$ cat config.mk
export PLATFORM = sky130hd
export DESIGN_NAME = issue_sequencer_flat
export DESIGN_NICKNAME = d
export VERILOG_FILES = /design/src/rtl/issue_sequencer_if.sv /design/src/rtl/issue_sequencer.sv /design/src/flat_wrapper.sv
export SDC_FILE = /design/constraint.sdc
export NUM_CORES = 1
export LEC_CHECK = 0
export BUFFER_PORTS_ARGS = -buffer_cell sky130_fd_sc_hd__buf_2
export CAP_MARGIN = 20
export CORE_UTILIZATION = 44
export DETAILED_ROUTE_END_ITERATION = 10
export PLACE_DENSITY = 0.8
export SLEW_MARGIN = 20
export SYNTH_ARGS = -nofsm -noshare
export SYNTH_HDL_FRONTEND = slang
export SYNTH_SLANG_ARGS = --single-unit
$ cat constraint.sdc
create_clock -name iClk -period 6.8 [get_ports iClk]
set_input_delay 0.34 -clock iClk [delete_from_list [all_inputs] [get_ports iClk]]
set_output_delay 0.34 -clock iClk [all_outputs]
set_load 0.005 [all_outputs]
$ cat src/rtl/issue_sequencer_if.sv
// -----------------------------------------------------------------------------
// issue_sequencer_if
// Bundles the fetch handshake, the datapath hold/branch inputs and the two
// issue slots of the dual-issue sequencer.
//   master : fetch/datapath side (drives packet, valid, stall, branch result)
//   slave  : the sequencer (drives ready, issue slots, PC advance)
// Signals:
//   iFetchPacket  32-bit packet, slot 1 = [15:0], slot 2 = [31:16]
//   iFetchValid   packet available
//   oFetchReady   sequencer accepts a packet this cycle
//   iStall        datapath hold, freezes the sequencer
//   iBranchTaken  BEQ condition result (only looked at in the extension cycle)
//   oIssue1*/oIssue2*  per-slot valid, opcode, RegA, RegB, B-immediate flag
//   oExt1         slot 1 is in its extension (second) cycle
//   oPcAdvance    one-cycle pulse when a packet retires sequentially
//   oPcStep       halfwords to add to the PC, qualified by oPcAdvance
// -----------------------------------------------------------------------------
interface issue_sequencer_if #(
    parameter int OPW  = 4,
    parameter int REGW = 5
);
    logic [31:0]     iFetchPacket;
    logic            iFetchValid;
    logic            oFetchReady;
    logic            iStall;
    logic            iBranchTaken;

    logic            oIssue1Valid;
    logic [OPW-1:0]  oIssue1Op;
    logic [REGW-1:0] oIssue1RegA;
    logic [REGW-1:0] oIssue1RegB;
    logic            oIssue1BImm;
    logic            oExt1;

    logic            oIssue2Valid;
    logic [OPW-1:0]  oIssue2Op;
    logic [REGW-1:0] oIssue2RegA;
    logic [REGW-1:0] oIssue2RegB;
    logic            oIssue2BImm;

    logic            oPcAdvance;
    logic [1:0]      oPcStep;

    modport master (
        output iFetchPacket, iFetchValid, iStall, iBranchTaken,
        input  oFetchReady,
        input  oIssue1Valid, oIssue1Op, oIssue1RegA, oIssue1RegB, oIssue1BImm, oExt1,
        input  oIssue2Valid, oIssue2Op, oIssue2RegA, oIssue2RegB, oIssue2BImm,
        input  oPcAdvance, oPcStep
    );

    modport slave (
        input  iFetchPacket, iFetchValid, iStall, iBranchTaken,
        output oFetchReady,
        output oIssue1Valid, oIssue1Op, oIssue1RegA, oIssue1RegB, oIssue1BImm, oExt1,
        output oIssue2Valid, oIssue2Op, oIssue2RegA, oIssue2RegB, oIssue2BImm,
        output oPcAdvance, oPcStep
    );
endinterface

$ cat src/rtl/issue_sequencer.sv
// -----------------------------------------------------------------------------
// issue_sequencer
// Takes 32-bit fetch packets holding one or two 16-bit instructions and issues
// them to the two datapath slots. A packet is split over two cycles when slot 2
// reads the register slot 1 writes, slot 1 LDA/BEQ get an extension cycle, and
// the PC logic is told how many halfwords a sequentially retired packet covers.
// Ports:
//   iClk  clock
//   iRst  synchronous active-high reset; all outputs are 0 while it is high
//   bus   issue_sequencer_if.slave (fetch handshake, stall, branch, issue slots,
//         PC advance)
// -----------------------------------------------------------------------------
module issue_sequencer #(
    parameter int OPW  = 4,
    parameter int REGW = 5
) (
    input  logic              iClk,
    input  logic              iRst,
    issue_sequencer_if.slave  bus
);
    localparam int S2 = 16;  // bit offset of slot 2 inside the packet

    localparam logic [OPW-1:0] OP_NOP  = OPW'(4'h0);
    localparam logic [OPW-1:0] OP_ADDR = OPW'(4'h1);
    localparam logic [OPW-1:0] OP_MVI  = OPW'(4'h7);
    localparam logic [OPW-1:0] OP_LDA  = OPW'(4'h9);
    localparam logic [OPW-1:0] OP_POP  = OPW'(4'hC);
    localparam logic [OPW-1:0] OP_JMP  = OPW'(4'hE);
    localparam logic [OPW-1:0] OP_BEQ  = OPW'(4'hF);

    typedef enum logic [1:0] {
        S_EMPTY,
        S_FULL,
        S_EXT,
        S_SECOND
    } state_t;

    state_t          r_state;
    state_t          w_next;
    logic [31:0]     r_pkt;

    logic [OPW-1:0]  w_op1, w_op2;
    logic [REGW-1:0] w_regA1, w_regB1, w_regA2, w_regB2;
    logic            w_bimm1, w_bimm2;
    logic            w_dual;
    logic            w_unused_pkt31;
    logic            w_wr1, w_rdA2, w_rdB2, w_hazard, w_extOp;

    logic            w_ready, w_iss1, w_iss2, w_ext, w_adv, w_retire;
    logic [1:0]      w_step;
    logic            w_accept;

    // Field extraction from the resident packet
    assign w_op1   = r_pkt[OPW-1:0];
    assign w_regA1 = r_pkt[OPW +: REGW];
    assign w_regB1 = r_pkt[OPW+REGW +: REGW];
    assign w_bimm1 = r_pkt[OPW+2*REGW];
    assign w_dual  = r_pkt[15];
    assign w_op2   = r_pkt[S2 +: OPW];
    assign w_regA2 = r_pkt[S2+OPW +: REGW];
    assign w_regB2 = r_pkt[S2+OPW+REGW +: REGW];
    assign w_bimm2 = r_pkt[S2+OPW+2*REGW];
    assign w_unused_pkt31 = r_pkt[31];  // top bit of slot 2 carries no meaning

    // Slot 1 writes RegA for ADDR..LDA and POP
    assign w_wr1    = ((w_op1 >= OP_ADDR) && (w_op1 <= OP_LDA)) || (w_op1 == OP_POP);
    // NOP, MVI and JMP in slot 2 read no registers
    assign w_rdA2   = !((w_op2 == OP_NOP) || (w_op2 == OP_MVI) || (w_op2 == OP_JMP));
    assign w_rdB2   = w_rdA2 && !w_bimm2;
    assign w_hazard = w_dual && w_wr1 &&
                      ((w_rdA2 && (w_regA2 == w_regA1)) || (w_rdB2 && (w_regB2 == w_regA1)));
    // Only slot 1 gets the extension cycle; slot 2 LDA/BEQ issue like a NOP
    assign w_extOp  = (w_op1 == OP_LDA) || (w_op1 == OP_BEQ);

    always_comb begin
        w_next   = r_state;
        w_ready  = 1'b0;
        w_iss1   = 1'b0;
        w_iss2   = 1'b0;
        w_ext    = 1'b0;
        w_adv    = 1'b0;
        w_retire = 1'b0;
        w_step   = 2'd0;
        // Reset and stall both leave every control output low and the state put
        if (!iRst && !bus.iStall) begin
            case (r_state)
                S_EMPTY: begin
                    w_ready = 1'b1;
                    if (bus.iFetchValid) begin
                        w_next = S_FULL;
                    end
                end
                S_FULL: begin
                    w_iss1 = 1'b1;
                    if (w_extOp) begin
                        w_next = S_EXT;
                    end else if (w_op1 == OP_JMP) begin
                        w_retire = 1'b1;  // slot 2 dropped, PC redirected elsewhere
                    end else if (w_hazard) begin
                        w_next = S_SECOND;
                    end else begin
                        w_iss2   = w_dual;
                        w_retire = 1'b1;
                        w_adv    = 1'b1;
                    end
                end
                S_EXT: begin
                    w_ext = 1'b1;
                    if ((w_op1 == OP_BEQ) && bus.iBranchTaken) begin
                        w_retire = 1'b1;  // taken branch: slot 2 dropped, no advance
                    end else if (w_dual) begin
                        w_next = S_SECOND;
                    end else begin
                        w_retire = 1'b1;
                        w_adv    = 1'b1;
                    end
                end
                S_SECOND: begin
                    w_iss2   = 1'b1;
                    w_retire = 1'b1;
                    w_adv    = 1'b1;
                end
                default: begin
                    w_next = S_EMPTY;
                end
            endcase
            // Retiring frees the packet register, so the next packet can load
            // on the same edge and issue without a bubble.
            if (w_retire) begin
                w_ready = 1'b1;
                w_next  = bus.iFetchValid ? S_FULL : S_EMPTY;
            end
            if (w_adv) begin
                w_step = w_dual ? 2'd2 : 2'd1;
            end
        end
    end

    assign w_accept = w_ready && bus.iFetchValid;

    always_ff @(posedge iClk) begin
        if (iRst) begin
            r_state <= S_EMPTY;
            r_pkt   <= '0;
        end else begin
            r_state <= w_next;
            if (w_accept) begin
                r_pkt <= bus.iFetchPacket;
            end
        end
    end

    assign bus.oFetchReady  = w_ready;
    assign bus.oIssue1Valid = w_iss1;
    assign bus.oIssue2Valid = w_iss2;
    assign bus.oExt1        = w_ext;
    assign bus.oPcAdvance   = w_adv;
    assign bus.oPcStep      = w_step;

    // Issue fields follow the packet register but read as 0 during reset
    assign bus.oIssue1Op    = iRst ? '0 : w_op1;
    assign bus.oIssue1RegA  = iRst ? '0 : w_regA1;
    assign bus.oIssue1RegB  = iRst ? '0 : w_regB1;
    assign bus.oIssue1BImm  = iRst ? 1'b0 : w_bimm1;
    assign bus.oIssue2Op    = iRst ? '0 : w_op2;
    assign bus.oIssue2RegA  = iRst ? '0 : w_regA2;
    assign bus.oIssue2RegB  = iRst ? '0 : w_regB2;
    assign bus.oIssue2BImm  = iRst ? 1'b0 : w_bimm2;
endmodule

$ cat src/flat_wrapper.sv
// flat-port wrapper written by rule: the top's interface ports become plain ports
module issue_sequencer_flat 
#(
    parameter int OPW  = 4,
    parameter int REGW = 5
)
  (iClk, iRst, bus_iFetchPacket, bus_iFetchValid, bus_iStall, bus_iBranchTaken, bus_oFetchReady, bus_oIssue1Valid, bus_oIssue1Op, bus_oIssue1RegA, bus_oIssue1RegB, bus_oIssue1BImm, bus_oExt1, bus_oIssue2Valid, bus_oIssue2Op, bus_oIssue2RegA, bus_oIssue2RegB, bus_oIssue2BImm, bus_oPcAdvance, bus_oPcStep);
  issue_sequencer_if #(.OPW(OPW), .REGW(REGW)) bus_i ();
  input  logic iClk;
  input  logic iRst;
  input wire logic [$bits(bus_i.iFetchPacket)-1:0] bus_iFetchPacket;
  input wire logic [$bits(bus_i.iFetchValid)-1:0] bus_iFetchValid;
  input wire logic [$bits(bus_i.iStall)-1:0] bus_iStall;
  input wire logic [$bits(bus_i.iBranchTaken)-1:0] bus_iBranchTaken;
  output wire logic [$bits(bus_i.oFetchReady)-1:0] bus_oFetchReady;
  output wire logic [$bits(bus_i.oIssue1Valid)-1:0] bus_oIssue1Valid;
  output wire logic [$bits(bus_i.oIssue1Op)-1:0] bus_oIssue1Op;
  output wire logic [$bits(bus_i.oIssue1RegA)-1:0] bus_oIssue1RegA;
  output wire logic [$bits(bus_i.oIssue1RegB)-1:0] bus_oIssue1RegB;
  output wire logic [$bits(bus_i.oIssue1BImm)-1:0] bus_oIssue1BImm;
  output wire logic [$bits(bus_i.oExt1)-1:0] bus_oExt1;
  output wire logic [$bits(bus_i.oIssue2Valid)-1:0] bus_oIssue2Valid;
  output wire logic [$bits(bus_i.oIssue2Op)-1:0] bus_oIssue2Op;
  output wire logic [$bits(bus_i.oIssue2RegA)-1:0] bus_oIssue2RegA;
  output wire logic [$bits(bus_i.oIssue2RegB)-1:0] bus_oIssue2RegB;
  output wire logic [$bits(bus_i.oIssue2BImm)-1:0] bus_oIssue2BImm;
  output wire logic [$bits(bus_i.oPcAdvance)-1:0] bus_oPcAdvance;
  output wire logic [$bits(bus_i.oPcStep)-1:0] bus_oPcStep;
  assign bus_i.iFetchPacket = bus_iFetchPacket;
  assign bus_i.iFetchValid = bus_iFetchValid;
  assign bus_i.iStall = bus_iStall;
  assign bus_i.iBranchTaken = bus_iBranchTaken;
  assign bus_oFetchReady = bus_i.oFetchReady;
  assign bus_oIssue1Valid = bus_i.oIssue1Valid;
  assign bus_oIssue1Op = bus_i.oIssue1Op;
  assign bus_oIssue1RegA = bus_i.oIssue1RegA;
  assign bus_oIssue1RegB = bus_i.oIssue1RegB;
  assign bus_oIssue1BImm = bus_i.oIssue1BImm;
  assign bus_oExt1 = bus_i.oExt1;
  assign bus_oIssue2Valid = bus_i.oIssue2Valid;
  assign bus_oIssue2Op = bus_i.oIssue2Op;
  assign bus_oIssue2RegA = bus_i.oIssue2RegA;
  assign bus_oIssue2RegB = bus_i.oIssue2RegB;
  assign bus_oIssue2BImm = bus_i.oIssue2BImm;
  assign bus_oPcAdvance = bus_i.oPcAdvance;
  assign bus_oPcStep = bus_i.oPcStep;
  issue_sequencer #(.OPW(OPW), .REGW(REGW)) u_core (.iClk(iClk), .iRst(iRst), .bus(bus_i));
endmodule
* Word level (Yosys, flattened, before mapping)
Cells that the tools add are included.
** Storage, ports and cells
- Flip-flop bits (word level) :: 33
- Input port bits :: 37
- Output and inout bits :: 37
- Word-level logic and storage cells :: 87
** Operators by class
- Magnitude comparators :: 2
- Equal/unequal tests :: 16
- Mux-type cells :: 45
- Reductions and logical operators :: 22
** Operator list (number)
- $mux 1 :: 25
- $eq 4x4->1 const B :: 5
- $mux 2 :: 10
- $mux 5 :: 4
- $eq 5x5->1 :: 2
- $logic_and 1x1->1 :: 9
- $mux 4 :: 2
- $reduce_and 7->1 :: 1
- $pmux 1 s3 :: 2
- $pmux 2 s3 :: 1
- $logic_or 1x1->1 :: 5
- $eq 2x2->1 const B :: 2
- $eq 4x3->1 const B :: 1
- $ge 4x1->1 const B :: 1
- $le 4x4->1 const B :: 1
- $logic_not 1->1 :: 4
- $logic_not 4->1 :: 1
- $ne 4x1->1 const B :: 1
- $ne 4x3->1 const B :: 1
- $reduce_bool 4->1 :: 1
- $ne 3x1->1 const B :: 1
- $ne 3x2->1 const B :: 1
- $ne 3x3->1 const B :: 1
- $eq 2x1->1 const B :: 1
- 2 further kinds :: 2

* Depth between registers and ports, before layout
Gate-level depths: netlist (run 1).
- Depth in word-level cells :: 16
- Mapped depth :: 9
- Gate-level depth less buffers :: 8

* Worst setup path before layout (run 1)
OpenSTA, ideal clock, no wires.
- Path type :: register to register
- Start point :: register u_core.r_state[0]
- End point :: register u_core.r_pkt[0]
- Setup time :: 0.121 ns
- Data arrival time :: 2.232 ns
- Required time :: 6.679 ns
- Setup slack :: 4.447 ns
- Stages on the path, launching flop included :: 10
- Buffers on the path :: 1
- Clock period less this slack :: 2.353 ns
- Cell sequence :: dfxtp_1 -> inv_1 -> ha_1 -> or2b_2 -> o221ai_1 -> nand2_1 -> or2b_2 -> o311ai_4 -> buf_6 -> mux2_4
** On the way
- Cells in the longest elaborated chain, start to end :: 6
- Elaborated cells between the ends (all ways) :: 10
- Classes of those cells :: 3 x eq/ne; 5 x mux; 2 x reduce/logical
** RTL lines
- start, declared :: line issue_sequencer.sv:38 : state_t r_state;
- start signal, assigned :: line issue_sequencer.sv:146 : r_state <= w_next;
- $eq 2x2->1 or $eq 2x1->1 (tied branches) :: line issue_sequencer.sv:86 : case (r_state)
- $pmux 1 s3 :: line issue_sequencer.sv:86
- $mux 1 :: line issue_sequencer.sv:85 : if (!iRst && !bus.iStall) begin
- $mux 1 (*) :: line issue_sequencer.sv:129 : if (w_retire) begin
- $mux 1 (*) :: line issue_sequencer.sv:85
- $logic_and 1x1->1 (*) :: line issue_sequencer.sv:139 : assign w_accept = w_ready && bus.iFetchValid;
- end signal, assigned :: line issue_sequencer.sv:148 : r_pkt <= bus.iFetchPacket;
- end, declared :: line issue_sequencer.sv:40 : logic [31:0] r_pkt;
Mark *: on every way between the ends. The rest lies on a longest branch, timed or not. The select of a mux whose other input is x is not followed.
A chain may end at the register's enable or synchronous reset.

* Worst setup path after layout (run 1)
- Start point :: register u_core.r_state[0]
- End point :: register u_core.r_pkt[29]
Same word-level chain as after synthesis.

==> results of run 1 <==
## flip-flops by register name, indices dropped and copies added (netlist names)
register and flops:
u_core.r_state 2, u_core.r_pkt 31
## kinds of logic (layout without fill, tap and decap cells)
logic type / count (synthesis) / in the layout
AOI/OAI and AO/OA: 21 / 21
xor gates and xnor gates: 11 / 11
adders and majority gates: 4 / 4
buffers and inverters: 13 / 87
DFF: 33 / 33
muxes: 33 / 33
and+or+nand+nor: 65 / 65
## metal layers
| layer | part of all wire | GRT usage | vias up |
|---|---|---|---|
| met5 | 0 | 0 | - |
| met1 | 0.46 | 0.202 | 668 |
| li1 | - | - | 770 |
| met3 | 0.049 | 0.0349 | 6 |
| met4 | 0.020 | 0.0771 | 0 |
| met2 | 0.47 | 0.279 | 57 |
## cells in the mapped netlist, types with 2 or more instances
| master | n | area share |
|---|---|---|
| nor3_1 | 3 | 0.0075 |
| buf_6 | 4 | 0.023 |
| mux2_4 | 30 | 0.23 |
| nor2b_1 | 7 | 0.022 |
| xnor2_1 | 9 | 0.039 |
| or3_1 | 2 | 0.0063 |
| nand2_1 | 6 | 0.011 |
| inv_1 | 5 | 0.0094 |
| o32ai_1 | 2 | 0.0088 |
| clkbuf_1 | 2 | 0.0038 |
| nor2_1 | 8 | 0.015 |
| nand3_1 | 4 | 0.010 |
| or2b_2 | 2 | 0.0088 |
| mux2_2 | 2 | 0.011 |
| and2b_2 | 24 | 0.11 |
| o2111ai_1 | 2 | 0.0088 |
| ha_1 | 4 | 0.025 |
| xor2_1 | 2 | 0.0088 |
| a21oi_1 | 7 | 0.018 |
| and2_1 | 2 | 0.0063 |
| dfxtp_1 | 33 | 0.33 |
## per-stage QoR
stage,cell area [µm²],power (W),hold slack [ns],setup WS [ns]
after CTS,2470,0.000533,0.274,3.38
after floorplan,2000,0.000311,0.483,4.45
after detailed placement,2360,0.000341,0.547,3.40
after global placement,2360,0.000338,0.532,3.44
final,2480,0.000526,0.281,3.96
after global routing,2480,0.000556,0.266,3.76
## worst min-delay path by stage
| stage | endpoint | slack, ns | startpoint | cells after the start |
|---|---|---|---|---|
| 2_1_floorplan | u_core.r_pkt[0]$_SDFFE_PP0P_ | 0.48 | bus_iFetchPacket[0] | 1 |
| 3_3_place_gp | u_core.r_state[0]$_SDFFE_PP0P_ | 0.53 | u_core.r_state[0]$_SDFFE_PP0P_ | 2 |
| 3_5_place_dp | u_core.r_state[0]$_SDFFE_PP0P_ | 0.55 | u_core.r_state[0]$_SDFFE_PP0P_ | 2 |
| 4_1_cts | u_core.r_pkt[11]$_SDFFE_PP0P_ | 0.27 | bus_iFetchPacket[11] | 2 |
| 5_1_grt | u_core.r_pkt[11]$_SDFFE_PP0P_ | 0.27 | bus_iFetchPacket[11] | 2 |
| 6_report | u_core.r_pkt[14]$_SDFFE_PP0P_ | 0.28 | bus_iFetchPacket[14] | 2 |
## power groups by stage
stage / sequential (W) / combinational (W) / clock (W)
floorplan: 0.000222 / 0.0000884 / 0
global placement: 0.000224 / 0.000113 / 0
detailed placement: 0.000226 / 0.000115 / 0
CTS: 0.000221 / 0.000116 / 0.000195
global route: 0.000224 / 0.000127 / 0.000205
finish: 0.000221 / 0.000115 / 0.000190
## area by class of cell
type | count | area [µm²]
tap | 52 | 65.1
inverter | 5 | 18.8
clock inverter | 1 | 30.0
sequential | 33 | 661
clock buffer | 7 | 86.3
timing repair buffer | 74 | 379
multi-input combinational | 134 | 1240
fill | 383 | 1870
==> impl_metrics.ini, run 1 <==
[status]
outcome = complete, no violations

[sta]
hold_violations = 0
tns_ns = 0
post-route-min-period_ns = 2.84
rsz0062_at_grt = no
final_max_slew_viol_count = 0
fmax_mhz = 352
setup_violations = 0
worstMarginPinSlew_ns = 0.725
relSlewSlack = 0.511
fin_skew_ns = 0.00873
fin_crit_sh = 0.418

[yosys]
postSynthNetCount = 221
synth-seq-area-share = 0.331
ys.flop_type = dfxtp_1
synthSimpleGateAreaFrac = 0.219
synth.distinct_cells = 41
yosys_warnings = 0
async_reset_ff_frac = 0
synth_xor_area_frac = 0.0482
synth_cells = 180
netlist_area_mm2 = 0.00200
syn_avg_cell_area_um2 = 11.1
ys_ff_latch = 33
synth.area.mux_share = 0.242
synth_adder_area_share = 0.0251
synth_compound_area_frac = 0.0896
synth_top_family_by_area = multiplexers
synth_edf_count = 0

[placed_design]
dpl.hpwl_um = 2880
place_congestion = 0.841
dpl.cell_count = 297
portBuffers = 72

[worst_setup_path]
reg2reg_from = u_core.r_state[0]$_SDFFE_PP0P_
slowest_delay_ns = 0.48
worstSetupEndpoint = u_core.r_pkt[29]$_SDFFE_PP0P_
cp.required_ns = 6.96
reg2reg_to = u_core.r_pkt[29]$_SDFFE_PP0P_
rrSetupSlack_ns = 3.96
crit_buf_inv = 2
reg2reg_depth = 9
start_kind = register
worstPathCellList = inv_1 > ha_1 > or2b_2 > o221ai_1 > nand2_1 > or2b_2 > o311ai_4 > buf_4 > mux2_2
path_common_cell = or2b_2
crit_slowest_cell = o311ai_4
end_kind = register
worst-path-max-fanout = 16
worstSetupPathDepth = 9
cp_data_arrival_time_ns = 3.00
crit_family = compound AO/OA/AOI/OAI gates
criticalPathCategory = register to register
crit_start = u_core.r_state[0]$_SDFFE_PP0P_

[clock_network]
clock_path_buffers = 2
cts-buffers-inserted = 5
hold_buffers = 0
ctsResizeCount = 0
cts_tree = done
clock_latency_ns = 0.28
cts.sinks = 33
cts_root_buffer = clkbuf_8
post_cts_buffers = 0
cts.clk_slew.worst_paths_ns = 0.07
htreeDepth = 2

[floorplan]
fp-row-count = 24
start_util = 0.459
die_w_um = 69.4
dieArea_mm2 = 0.00481
die_h_um = 69.4
core-area_mm2 = 0.00435
io_pins = 74

[global_routing]
grt_pass1_vias = 1479
grt_max_degree = 39
grt-ovfl-total = 0
track_usage = 0.166
antenna_found_initial = 0
grt_pass1_wl_um = 6490

[pwr]
sw_frac_of_total = 0.254
clkPwrFrac = 0.361
p_int_w = 0.000393
power.density_mw_per_mm2 = 212
ir_worst_vdd_v = 0.000130
switchingPower_w = 0.000133
leakagePower_nw = 1.31
power.share.sequential = 0.420
p_comb_frac = 0.219

[detailed_routing]
vias = 1501
via_per_inst = 4.91
drt_iter0_drc = 36
drt.antenna.violating_nets = 0
drtPass1Iterations = 4
post_drt_wl_per_cell_um = 12.7
drc = 0
wl_um = 3880

[final_layout]
final_nets = 294
diodes = 0
mostFrequentLayoutCells = 72 x buf_2, 33 x dfxtp_1, 30 x mux2_4, 24 x and2b_2, 9 x xnor2_1
final_common_cell = buf_2
area_growth_pct = 24.4
fin_cells = 306
utilization = 0.571
layout-drive-gt1-share = 0.571

[run]
drv_cap = 0

[min_path]
hold_path.class = input port to register
(Power assumes the default switching activity.)
==> run 2, diff against run 1 <==
clock period = 2.9 ns   (was 6.8 ns; I/O delays follow)
==> impl_metrics.ini, run 2 (synthesized netlist as in run 1, its figures left out) <==
[status]
outcome = complete, no violations

[detailed_routing]
via_per_inst = 4.99
drt_iter0_drc = 37
drc = 0
vias = 1527
drt.antenna.violating_nets = 0
drtPass1Iterations = 4
wl_um = 3810
post_drt_wl_per_cell_um = 12.4

[placed_design]
place_congestion = 0.855
dpl.hpwl_um = 2870
dpl.cell_count = 298
portBuffers = 72
dpl_cell_area_mm2 = 0.00236
preCtsSetupSlack_ns = 0.310

[pwr]
p_comb_frac = 0.234
ir_worst_vdd_v = 0.000282
power.density_mw_per_mm2 = 467
clkPwrFrac = 0.315
leakagePower_nw = 1.31
p_int_w = 0.000832
power.share.sequential = 0.451
switchingPower_w = 0.000317
sw_frac_of_total = 0.276

[final_layout]
layout-drive-gt1-share = 0.575
top_register = u_core.r_pkt
largest_registers = u_core.r_pkt: 31 flops, u_core.r_state: 2 flops
fin_cells = 306
mostFrequentLayoutCells = 72 x buf_2, 33 x dfxtp_1, 30 x mux2_4, 24 x and2b_2, 9 x xnor2_1
fillers = 387
final_nets = 294
area_growth_pct = 23.2
diodes = 0
utilization = 0.565
final_cell_area_mm2 = 0.00246
final_common_cell = buf_2
largest_register_ff_count = 31

[floorplan]
start_util = 0.459
io_pins = 74
core-area_mm2 = 0.00435
die_w_um = 69.4
dieArea_mm2 = 0.00481
die_h_um = 69.4
fp-row-count = 24

[sta]
fmax_mhz = 386
setup_violations = 0
rsz0062_at_grt = no
hold_violations = 0
final_max_slew_viol_count = 0
relSlewSlack = 0.542
worstMarginPinSlew_ns = 0.680
post-route-min-period_ns = 2.59
tns_ns = 0
fin_crit_sh = 0.894
worst_slack_ns = 0.308
fin_skew_ns = 0.00236

[global_routing]
grt-ovfl-total = 0
grt_max_degree = 39
grt_pass1_vias = 1454
antenna_found_initial = 0
track_usage = 0.161
grt_pass1_wl_um = 6210

[worst_setup_path]
rrSetupSlack_ns = 0.31
cp_data_arrival_time_ns = 2.76
cp.required_ns = 3.07
worst-path-max-fanout = 16
end_kind = register
criticalPathCategory = register to register
start_kind = register

[clock_network]
cts_tree = done
cts_root_buffer = clkbuf_8
cts.sinks = 33
htreeDepth = 2
ctsResizeCount = 0
cts.clk_slew.worst_paths_ns = 0.07
hold_buffers = 0
clock_path_buffers = 2
post_cts_buffers = 0
clock_latency_ns = 0.28
cts-buffers-inserted = 5

[min_path]
hold_path.class = input port to register

[run]
drv_cap = 0
[run 2: per-stage QoR]
stage / hold WS [ns] / total power [W]
floorplan: 0.288 / 0.000728
global placement: 0.371 / 0.000793
detailed placement: 0.373 / 0.000799
CTS: 0.0764 / 0.00117
global route: 0.0736 / 0.00122
finish: 0.0852 / 0.00115
[run 2: final cells by class]
cell class,instances,area [µm²],share of cell area
Inverter,5,18.8,0.00763
Sequential cell,33,661,0.268
Timing Repair Buffer,74,375,0.153
Clock buffer,6,82.6,0.0336
Clock inverter,2,13.8,0.00559
Tap cell,52,65.1,0.0264
Multi-Input combinational cell,134,1240,0.506
[run 2: power by group through the flow]
stage	Sequential (W)	Combinational, W	Clock [W]
6_report	0.000518	0.000269	0.000362
5_1_grt	0.000523	0.000295	0.000397
4_1_cts	0.000518	0.000272	0.000378
3_5_place_dp	0.000528	0.000270	0
3_3_place_gp	0.000526	0.000266	0
2_1_floorplan	0.000521	0.000207	0
[run 2: final timing paths]
| check | start | endpoint | cells past startpoint |
|---|---|---|---|
| max | u_core.r_state[0]$_SDFFE_PP0P_ | u_core.r_pkt[29]$_SDFFE_PP0P_ | 9 |
| max reg2reg | u_core.r_state[0]$_SDFFE_PP0P_ | u_core.r_pkt[29]$_SDFFE_PP0P_ | 9 |
| min reg2reg | u_core.r_state[0]$_SDFFE_PP0P_ | u_core.r_state[0]$_SDFFE_PP0P_ | 2 |
| min | bus_iFetchPacket[17] | u_core.r_pkt[17]$_SDFFE_PP0P_ | 2 |
[run 2: critical path, stage by stage (launching register included)]
cell,delay (ns)
dfxtp_1,0.42
inv_1,0.09
ha_1,0.21
or2b_2,0.18
o221ai_1,0.15
nand2_1,0.11
or2b_2,0.33
o311ai_4,0.27
buf_4,0.34
mux2_2,0.37
[run 2: layer usage]
layer | vias up | global-route usage | share of wire
met2 | 50 | 0.282 | 0.48
li1 | 773 | - | -
met3 | 5 | 0.0349 | 0.054
met5 | - | 0 | 0
met1 | 699 | 0.187 | 0.45
met4 | 0 | 0.0703 | 0.018
